===== src/rtl/scan_doubler.sv =====
// Line-doubling scan converter: buffers each native-rate active line and replays it twice at double rate.
// Latency: a line starts replaying CLK_PER_PIX/2+1 clk after its end; the pixel, de and hsync update together on out_ce.
// Backpressure: none. The input is strobed by pix_ce, and pixels beyond H_ACTIVE are dropped and flagged on overflow.
//
// Ports:
//   clk, rst_n              clock and asynchronous active-low reset
//   pix_ce, video_valid     native pixel strobe and its active-video qualifier
//   r_sig, g_sig, b_sig     RGB332 input pixel
//   vsync_in                native vsync, captured at each line end
//   out_ce                  one-cycle output pixel strobe, every CLK_PER_PIX/2 clk
//   out_de, out_hsync       output data enable and active-high hsync
//   out_vsync               vsync, updated when a new line starts replaying
//   out_r, out_g, out_b     output pixel (black outside valid data)
//   overflow                sticky flag: a line held more than H_ACTIVE pixels
module scan_doubler #(
  parameter int CLK_PER_PIX = 8,
  parameter int H_ACTIVE    = 256,  // power of two: both banks share one array
  parameter int H_TOTAL     = 384,
  parameter int HS_START    = 272,
  parameter int HS_END      = 304
) (
  input  logic       clk,
  input  logic       rst_n,
  input  logic       pix_ce,
  input  logic       video_valid,
  input  logic [2:0] r_sig,
  input  logic [2:0] g_sig,
  input  logic [1:0] b_sig,
  input  logic       vsync_in,
  output logic       out_ce,
  output logic       out_de,
  output logic       out_hsync,
  output logic       out_vsync,
  output logic [2:0] out_r,
  output logic [2:0] out_g,
  output logic [1:0] out_b,
  output logic       overflow
);

  localparam int HALF = CLK_PER_PIX / 2;
  localparam int DW   = (HALF > 2) ? $clog2(HALF) : 1;
  localparam int AW   = $clog2(H_ACTIVE);
  localparam int XW   = $clog2(H_ACTIVE + 1);
  localparam int HW   = $clog2(H_TOTAL);

  // ---------------- write side ----------------
  logic                   wr_bank_q, wr_bank_d;
  logic [XW-1:0]          wr_x_q, wr_x_d;
  logic [1:0][XW-1:0]     wr_len_q, wr_len_d;
  logic                   line_ready_q, line_ready_d;
  logic                   vs_latch_q, vs_latch_d;
  logic                   overflow_q, overflow_d;
  logic                   restart_q;

  logic pix_wr;
  logic line_end;

  assign pix_wr   = pix_ce && video_valid && (wr_x_q < XW'(H_ACTIVE));
  // An invalid strobe only ends a line if that line held at least one pixel.
  assign line_end = pix_ce && !video_valid && (wr_x_q != '0);

  always_comb begin
    wr_x_d       = wr_x_q;
    wr_bank_d    = wr_bank_q;
    wr_len_d     = wr_len_q;
    line_ready_d = line_ready_q;
    vs_latch_d   = vs_latch_q;
    overflow_d   = overflow_q;
    if (pix_ce && video_valid) begin
      if (wr_x_q < XW'(H_ACTIVE)) wr_x_d = wr_x_q + XW'(1);
      else                        overflow_d = 1'b1;
    end
    if (line_end) begin
      wr_len_d[wr_bank_q] = wr_x_q;
      wr_bank_d           = ~wr_bank_q;
      wr_x_d              = '0;
      line_ready_d        = 1'b1;
      vs_latch_d          = vsync_in;
    end
  end

  always_ff @(posedge clk or negedge rst_n) begin
    if (!rst_n) begin
      wr_x_q       <= '0;
      wr_bank_q    <= 1'b0;
      wr_len_q     <= '0;
      line_ready_q <= 1'b0;
      vs_latch_q   <= 1'b0;
      overflow_q   <= 1'b0;
      restart_q    <= 1'b0;
    end else begin
      wr_x_q       <= wr_x_d;
      wr_bank_q    <= wr_bank_d;
      wr_len_q     <= wr_len_d;
      line_ready_q <= line_ready_d;
      vs_latch_q   <= vs_latch_d;
      overflow_q   <= overflow_d;
      restart_q    <= line_end;
    end
  end

  // ---------------- ping-pong line buffers ----------------
  // Bank select is the address MSB. Write and read always target opposite banks.
  logic [7:0] buf_mem [2*H_ACTIVE];
  logic [7:0] rd_dat_q;
  logic       rd_bank_q, rd_bank_d;
  logic [HW-1:0] out_h_q, out_h_d;

  always_ff @(posedge clk) begin
    if (pix_wr) buf_mem[{wr_bank_q, wr_x_q[AW-1:0]}] <= {r_sig, g_sig, b_sig};
    // Read continuously at the current slot. Data is ready one cycle before the tick.
    rd_dat_q <= buf_mem[{rd_bank_q, out_h_q[AW-1:0]}];
  end

  // ---------------- read side ----------------
  logic [DW-1:0] div_q, div_d;
  logic          pass_q, pass_d;
  logic          vsync_q, vsync_d;
  logic          tick;
  logic          wrap;

  assign tick = (div_q == DW'(HALF - 1));
  assign wrap = tick && (out_h_q == HW'(H_TOTAL - 1));

  always_comb begin
    div_d     = tick ? '0 : div_q + DW'(1);
    out_h_d   = out_h_q;
    pass_d    = pass_q | wrap;   // after the second pass, out_h free-runs on the same bank
    rd_bank_d = rd_bank_q;
    vsync_d   = vsync_q;
    if (tick) out_h_d = wrap ? '0 : out_h_q + HW'(1);
    // A restart wins over a coincident wrap. wr_bank has already flipped,
    // so the bank that just completed is the other one.
    if (restart_q) begin
      div_d     = '0;
      out_h_d   = '0;
      pass_d    = 1'b0;
      rd_bank_d = ~wr_bank_q;
      vsync_d   = vs_latch_q;
    end
  end

  logic       de_nxt;
  logic       hs_nxt;
  logic       len_ok;
  logic       out_ce_q, out_de_q, out_hs_q;
  logic [7:0] out_rgb_q;

  assign de_nxt = line_ready_q && (out_h_q < HW'(H_ACTIVE));
  assign hs_nxt = (out_h_q >= HW'(HS_START)) && (out_h_q < HW'(HS_END));
  assign len_ok = out_h_q < HW'(wr_len_q[rd_bank_q]);

  always_ff @(posedge clk or negedge rst_n) begin
    if (!rst_n) begin
      div_q     <= '0;
      out_h_q   <= '0;
      pass_q    <= 1'b0;
      rd_bank_q <= 1'b0;
      vsync_q   <= 1'b0;
      out_ce_q  <= 1'b0;
      out_de_q  <= 1'b0;
      out_hs_q  <= 1'b0;
      out_rgb_q <= '0;
    end else begin
      div_q     <= div_d;
      out_h_q   <= out_h_d;
      pass_q    <= pass_d;
      rd_bank_q <= rd_bank_d;
      vsync_q   <= vsync_d;
      // The slot in flight at a restart is still emitted, which keeps out_ce regular.
      out_ce_q  <= tick;
      if (tick) begin
        out_de_q  <= de_nxt;
        out_hs_q  <= hs_nxt;
        out_rgb_q <= (de_nxt && len_ok) ? rd_dat_q : 8'h00;
      end
    end
  end

  assign out_ce    = out_ce_q;
  assign out_de    = out_de_q;
  assign out_hsync = out_hs_q;
  assign out_vsync = vsync_q;
  assign out_r     = out_rgb_q[7:5];
  assign out_g     = out_rgb_q[4:2];
  assign out_b     = out_rgb_q[1:0];
  assign overflow  = overflow_q;

endmodule


===== config.mk =====
export PLATFORM = sky130hd
export DESIGN_NAME = scan_doubler
export DESIGN_NICKNAME = d
export VERILOG_FILES = /design/src/rtl/scan_doubler.sv
export SDC_FILE = /design/constraint.sdc
export NUM_CORES = 2
export LEC_CHECK = 0
export ABC_CLOCK_PERIOD_IN_PS = 3700
export CORE_MARGIN = 2
export CORE_UTILIZATION = 28
export DETAILED_ROUTE_END_ITERATION = 10
export GPL_ROUTABILITY_DRIVEN = 0
export PLACE_DENSITY = 0.51
export SKIP_LAST_GASP = 1
export SYNTH_ARGS = -nofsm -noshare
export SYNTH_HDL_FRONTEND = slang
export SYNTH_SLANG_ARGS = --single-unit

===== constraint.sdc =====
create_clock -name clk -period 3.7 [get_ports clk]
set_input_delay 1.11 -clock clk [delete_from_list [all_inputs] [get_ports clk]]
set_output_delay 1.11 -clock clk [all_outputs]
set_load 0.01 [all_outputs]

* After elaboration in Yosys (flattened, before gate mapping) *
Memories as Yosys holds them, arrays and structs flattened. A register that Yosys moved wholly into a read port is not among the register bits.
Index checks and enable logic that the tools add are counted.

operators by class
  mux-type cells = 16
  order comparisons = 8
  reduce and logical (&&, ||, !) cells = 16
  bitwise gates (word level) = 2
  $add $sub $neg = 3
  eq/ne operators = 2

operators with widths
  kind                                                        count
  2-to-1 mux 9 bit                                            9
  less-than comparator 9 bit, second input constant           3
  adder 9 x 1 -> 9 bit, second input constant                 2
  bitwise mux 18 bit                                          1
  demux 9 bit (select 1 bit)                                  1
  equality test 9 bit, second input constant                  1
  greater-or-equal comparator 9 bit, second input constant    1
  logical AND 1 bit                                           9
  less-than comparator 9 bit                                  1
  nonzero test 9 bit                                          1
  2-to-1 mux 8 bit                                            1
  nonzero test 2 bit                                          3
  less-than comparator 1 x 2 -> 1 bit, second input constant  2
  2-to-1 mux 2 bit                                            2
  AND reduction 2 bit                                         2
  adder 2 x 1 -> 2 bit, second input constant                 1
  equality test 2 bit, second input constant                  1
  2-to-1 mux 1 bit                                            2
  NOT 1 bit                                                   2
  greater-or-equal comparator 1 bit, second input constant    1
  logical NOT 1 bit                                           1

word-level totals
  logic and storage cells = 64
  input bits = 13
  output and inout bits = 13
  register bits = 56
  memory bits (writable) = 4,096
  memories kept = 1

memories
  memory   words  width  read ports  clocked after memory_dff  wr ports  RTL line  source
  buf_mem  512    8      1           1                         1         104       logic [7:0] buf_mem [2*H_ACTIVE];

* Depth between registers and ports, before layout *
  depth after elaboration = 5
  gate-level depth with buffers = 13
  depth with buffers taken out = 8

* Worst setup path after synthesis *
No wires, ideal clock.

  path type = input to register
  start = input port video_valid
  end = memory buf_mem[463][0] (enable)
  library setup time = 0.370 ns
  slack = 0.682 ns
  path buffers = 2
  stages on the path = 7
  arrival = 2.647 ns
  data required time = 3.330 ns
  path through = nand2_1 nor2_1 and3_1 clkbuf_1 nand2_1 clkbuf_1 nor2_1

between the ends
  word-level cells in the longest chain between the ends = 4

RTL lines
  item                                    RTL line  source
  from (decl)                             25        input logic video_valid,
  logical AND 1 bit (2 in a row)          58        assign pix_wr = pix_ce && video_valid && (wr_x_q < XW'(H_ACTIVE));
  2-to-1 mux 1 bit                        110       if (pix_wr) buf_mem[{wr_bank_q, wr_x_q[AW-1:0]}] <= {r_sig, g_sig, b_sig};
  2-to-1 mux 1 bit (not written as such)  110
  to (decl)                               104

No other way between the ends.

==> metrics.cfg <==
[status]
status = complete, but fails checks
violations = DRC

[floorplanning]
die-area_um2 = 581600
rows = 278
start_util = 0.2811
die_h_um = 762.6
fp.coreArea_um2 = 573200
die_w_um = 762.6
boundaryPins = 26

[synth]
synth-edff-count = 4096
synth_cells = 7219
synth_compound_area_frac = 0.01797
synth_common_cells = edfxtp_1, mux4_2, nor2_1, clkbuf_1, mux2i_1
ys_async_sr_fraction = 0.01346
synth_area_leaders = edfxtp_1, mux4_2, nor2_1
syn_area_per_cell_um2 = 22.32
synthAdderAreaFrac = 0.001087
synth_seq_area_share = 0.7729
yosys.area_share.simple = 0.02177
synth_ff_type = edfxtp_1
synth_top_family_by_area = multiplexers
yosys.area.top_type = edfxtp_1
synth_warnings = 0
yosysMostFrequentCell = edfxtp_1
yosysUniqueCellTypes = 69
ys_ff_latch = 4160
yosys-mux-area-fraction = 0.1707
synth_xor_area_frac = 0.0007609
synth_area_um2 = 161100
syn_nets = 7246
synth_top_area_share = 0.7633

[timing]
hold_viol = 0
rsz0062_at_grt = yes
fin_skew_ns = 0.09486
min_period_over_period = 0.9908
max_freq_mhz = 272.8
fin_crit_ns = 3.666
slew_violations = 0
tightest_slew_ns = 1.115
setup_slack_ns = 0.03393
max_slew_margin = 0.2521
setup_violations = 0

[place]
placed_area_um2 = 180700
placed_cells = 15680
pre_cts_slack_ns = -0.6426
dp_hpwl_um = 322200
portBuffers = 25

[cts]
clock_sinks = 4160
cts_buffers = 431
root_buffer = clkbuf_16
cts_tree = done
cts.clk_slew.worst_paths_ns = 0.06
clockBufferDepth = 4
clock_latency_ns = 1.03
h-tree-depth = 5

[worst_setup_path]
rr_startpoint = out_h_q[0]
crit_buf_inv = 4
worst_setup_path_end_kind = flip-flop
worstReg2RegEnd = rd_dat_q[7]
slowest_delay_ns = 0.60
slowest_stage = mux4_2
worst_r2r_path_depth = 10
worstPathArrival_ns = 4.58
critPathKind = reg -> reg
cpLargestDelayFamily = multiplexers
worstPathCellList = buf_12 > buf_12 > buf_16 > mux4_2 > mux4_2 > a21oi_1 > nand4_1 > o21ai_2 > buf_4 > a21oi_1
ff2ff_setup_slack_ns = 0.03
cp.required_ns = 4.61
cp-start-kind = flip-flop
cp_max_fo = 13

[routing]
route.detailed.drc = 1
via_per_inst = 4.968
drtIter0Drc = 10500
post_drt_wl_per_cell_um = 29.80
postRouteAntennaNets = 0
dr.pass1.iters = 8
wirelength_um = 492100
vias = 82050

[cells_and_area]
design_area_um2 = 195700
nNetsFinal = 8618
final_cell_count_no_fill = 16520
drive_gt1_frac = 0.3598
area_growth_pct = 21.41

[pwr]
p_total_mw = 125.4
power.density_nw_per_um2 = 641.0
ir_drop_mv = 0.4744
leakage_nw = 61.29

[global_routing]
grt.overflow.total = 0
grt_pass1_vias = 83540
grt_pass1_wl_um = 681300
grt_max_degree = 146
track_usage = 0.1642
antenna_found_initial = 39

[worst_hold_path]
hp-class = in -> async

[flow_run]
cap_violations = 0

how the worst max path moves through the flow:
| stage | from | end | slack (ns) | cells after the start |
|---|---|---|---|---|
| after global routing | out_h_q[0] | rd_dat_q[2] | -0.03 | 12 |
| after floorplan | video_valid | buf_mem[463][0] | 0.68 | 7 |
| final | out_h_q[0] | rd_dat_q[7] | 0.03 | 10 |
| after global placement | out_h_q[0] | rd_dat_q[3] | -0.95 | 12 |
| after CTS | out_h_q[0] | rd_dat_q[4] | -0.05 | 12 |
| after detailed placement | out_h_q[0] | rd_dat_q[4] | -0.64 | 11 |
cells by family after synthesis:
| kind of cell | after synthesis |
|---|---|
| AND/OR/NAND/NOR | 841 |
| XOR/XNOR | 14 |
| flip-flops | 4160 |
| AO/OA/AOI/OAI | 398 |
| adder cells (fa/ha/maj) | 14 |
| multiplexers | 1329 |
| buffers and inverters | 463 |
what timing repair did:
action / CTS / global route
resized for setup: 45 / 47
endpoints found under the setup margin: 8 / 7
setup buffers: 3 / 28
pin swaps: 4 / 8
hold buffers: 0 / 0
gates cloned: 3 / 8
registers in the layout (all words and copies together) (netlist names), 2 cells and up:
signal     cells
buf_mem     4096
wr_len_q      18
out_h_q        9
wr_x_q         9
out_rgb_q      8
rd_dat_q       8
div_q          2
report_power, final:
part / total, mW / switching [mW] / internal [mW]
clock network: 43.0 / 18.6 / 24.4
logic: 29.9 / 16.1 / 13.9
registers: 52.4 / 0.432 / 52.0
cell usage in the layout (no fill, tap or decap), drive strengths merged, types with 44 or more instances in the layout:
cell type / netlist / layout
a21oi: 44 / 44
clkinv: 2 / 190
nand2: 127 / 127
dfrtp: 56 / 56
a22oi: 95 / 95
buf: 241 / 1352
clkbuf: 199 / 547
edfxtp: 4096 / 4096
mux2i: 172 / 172
nor2: 573 / 573
mux4: 1133 / 1133
routing by layer:
metal  track usage  vias up  wire length (um)
met5             0        -                 0
met4       0.04254        0             14970
met3       0.02265      635             34800
met2        0.2689     3309            235600
met1        0.2308    44860            206800
li1              -    33250                 -
area by class of cell:
class / instances / area, um2
well taps: 7560 / 9459
diodes: 5 / 12.51
inverters: 23 / 86.33
repair buffers: 1379 / 12910
fillers: 53130 / 377600
clock buffers: 539 / 11330
clock inverters: 253 / 2608
multi-input cells: 2596 / 34660
flip-flops and latches: 4160 / 124600
per-stage QoR:
stage	utilization	hold slack [ns]	setup TNS [ns]
CTS	0.3402	0.09982	-0.07188
global placement	0.3153	0.4191	-785.63
finish	0.3413	0.1515	0
global route	0.3413	0.1580	-0.09277
floorplan	-	0.4085	0
detailed placement	0.3153	0.4244	-448.16
Power figures use the tool's default switching activity.
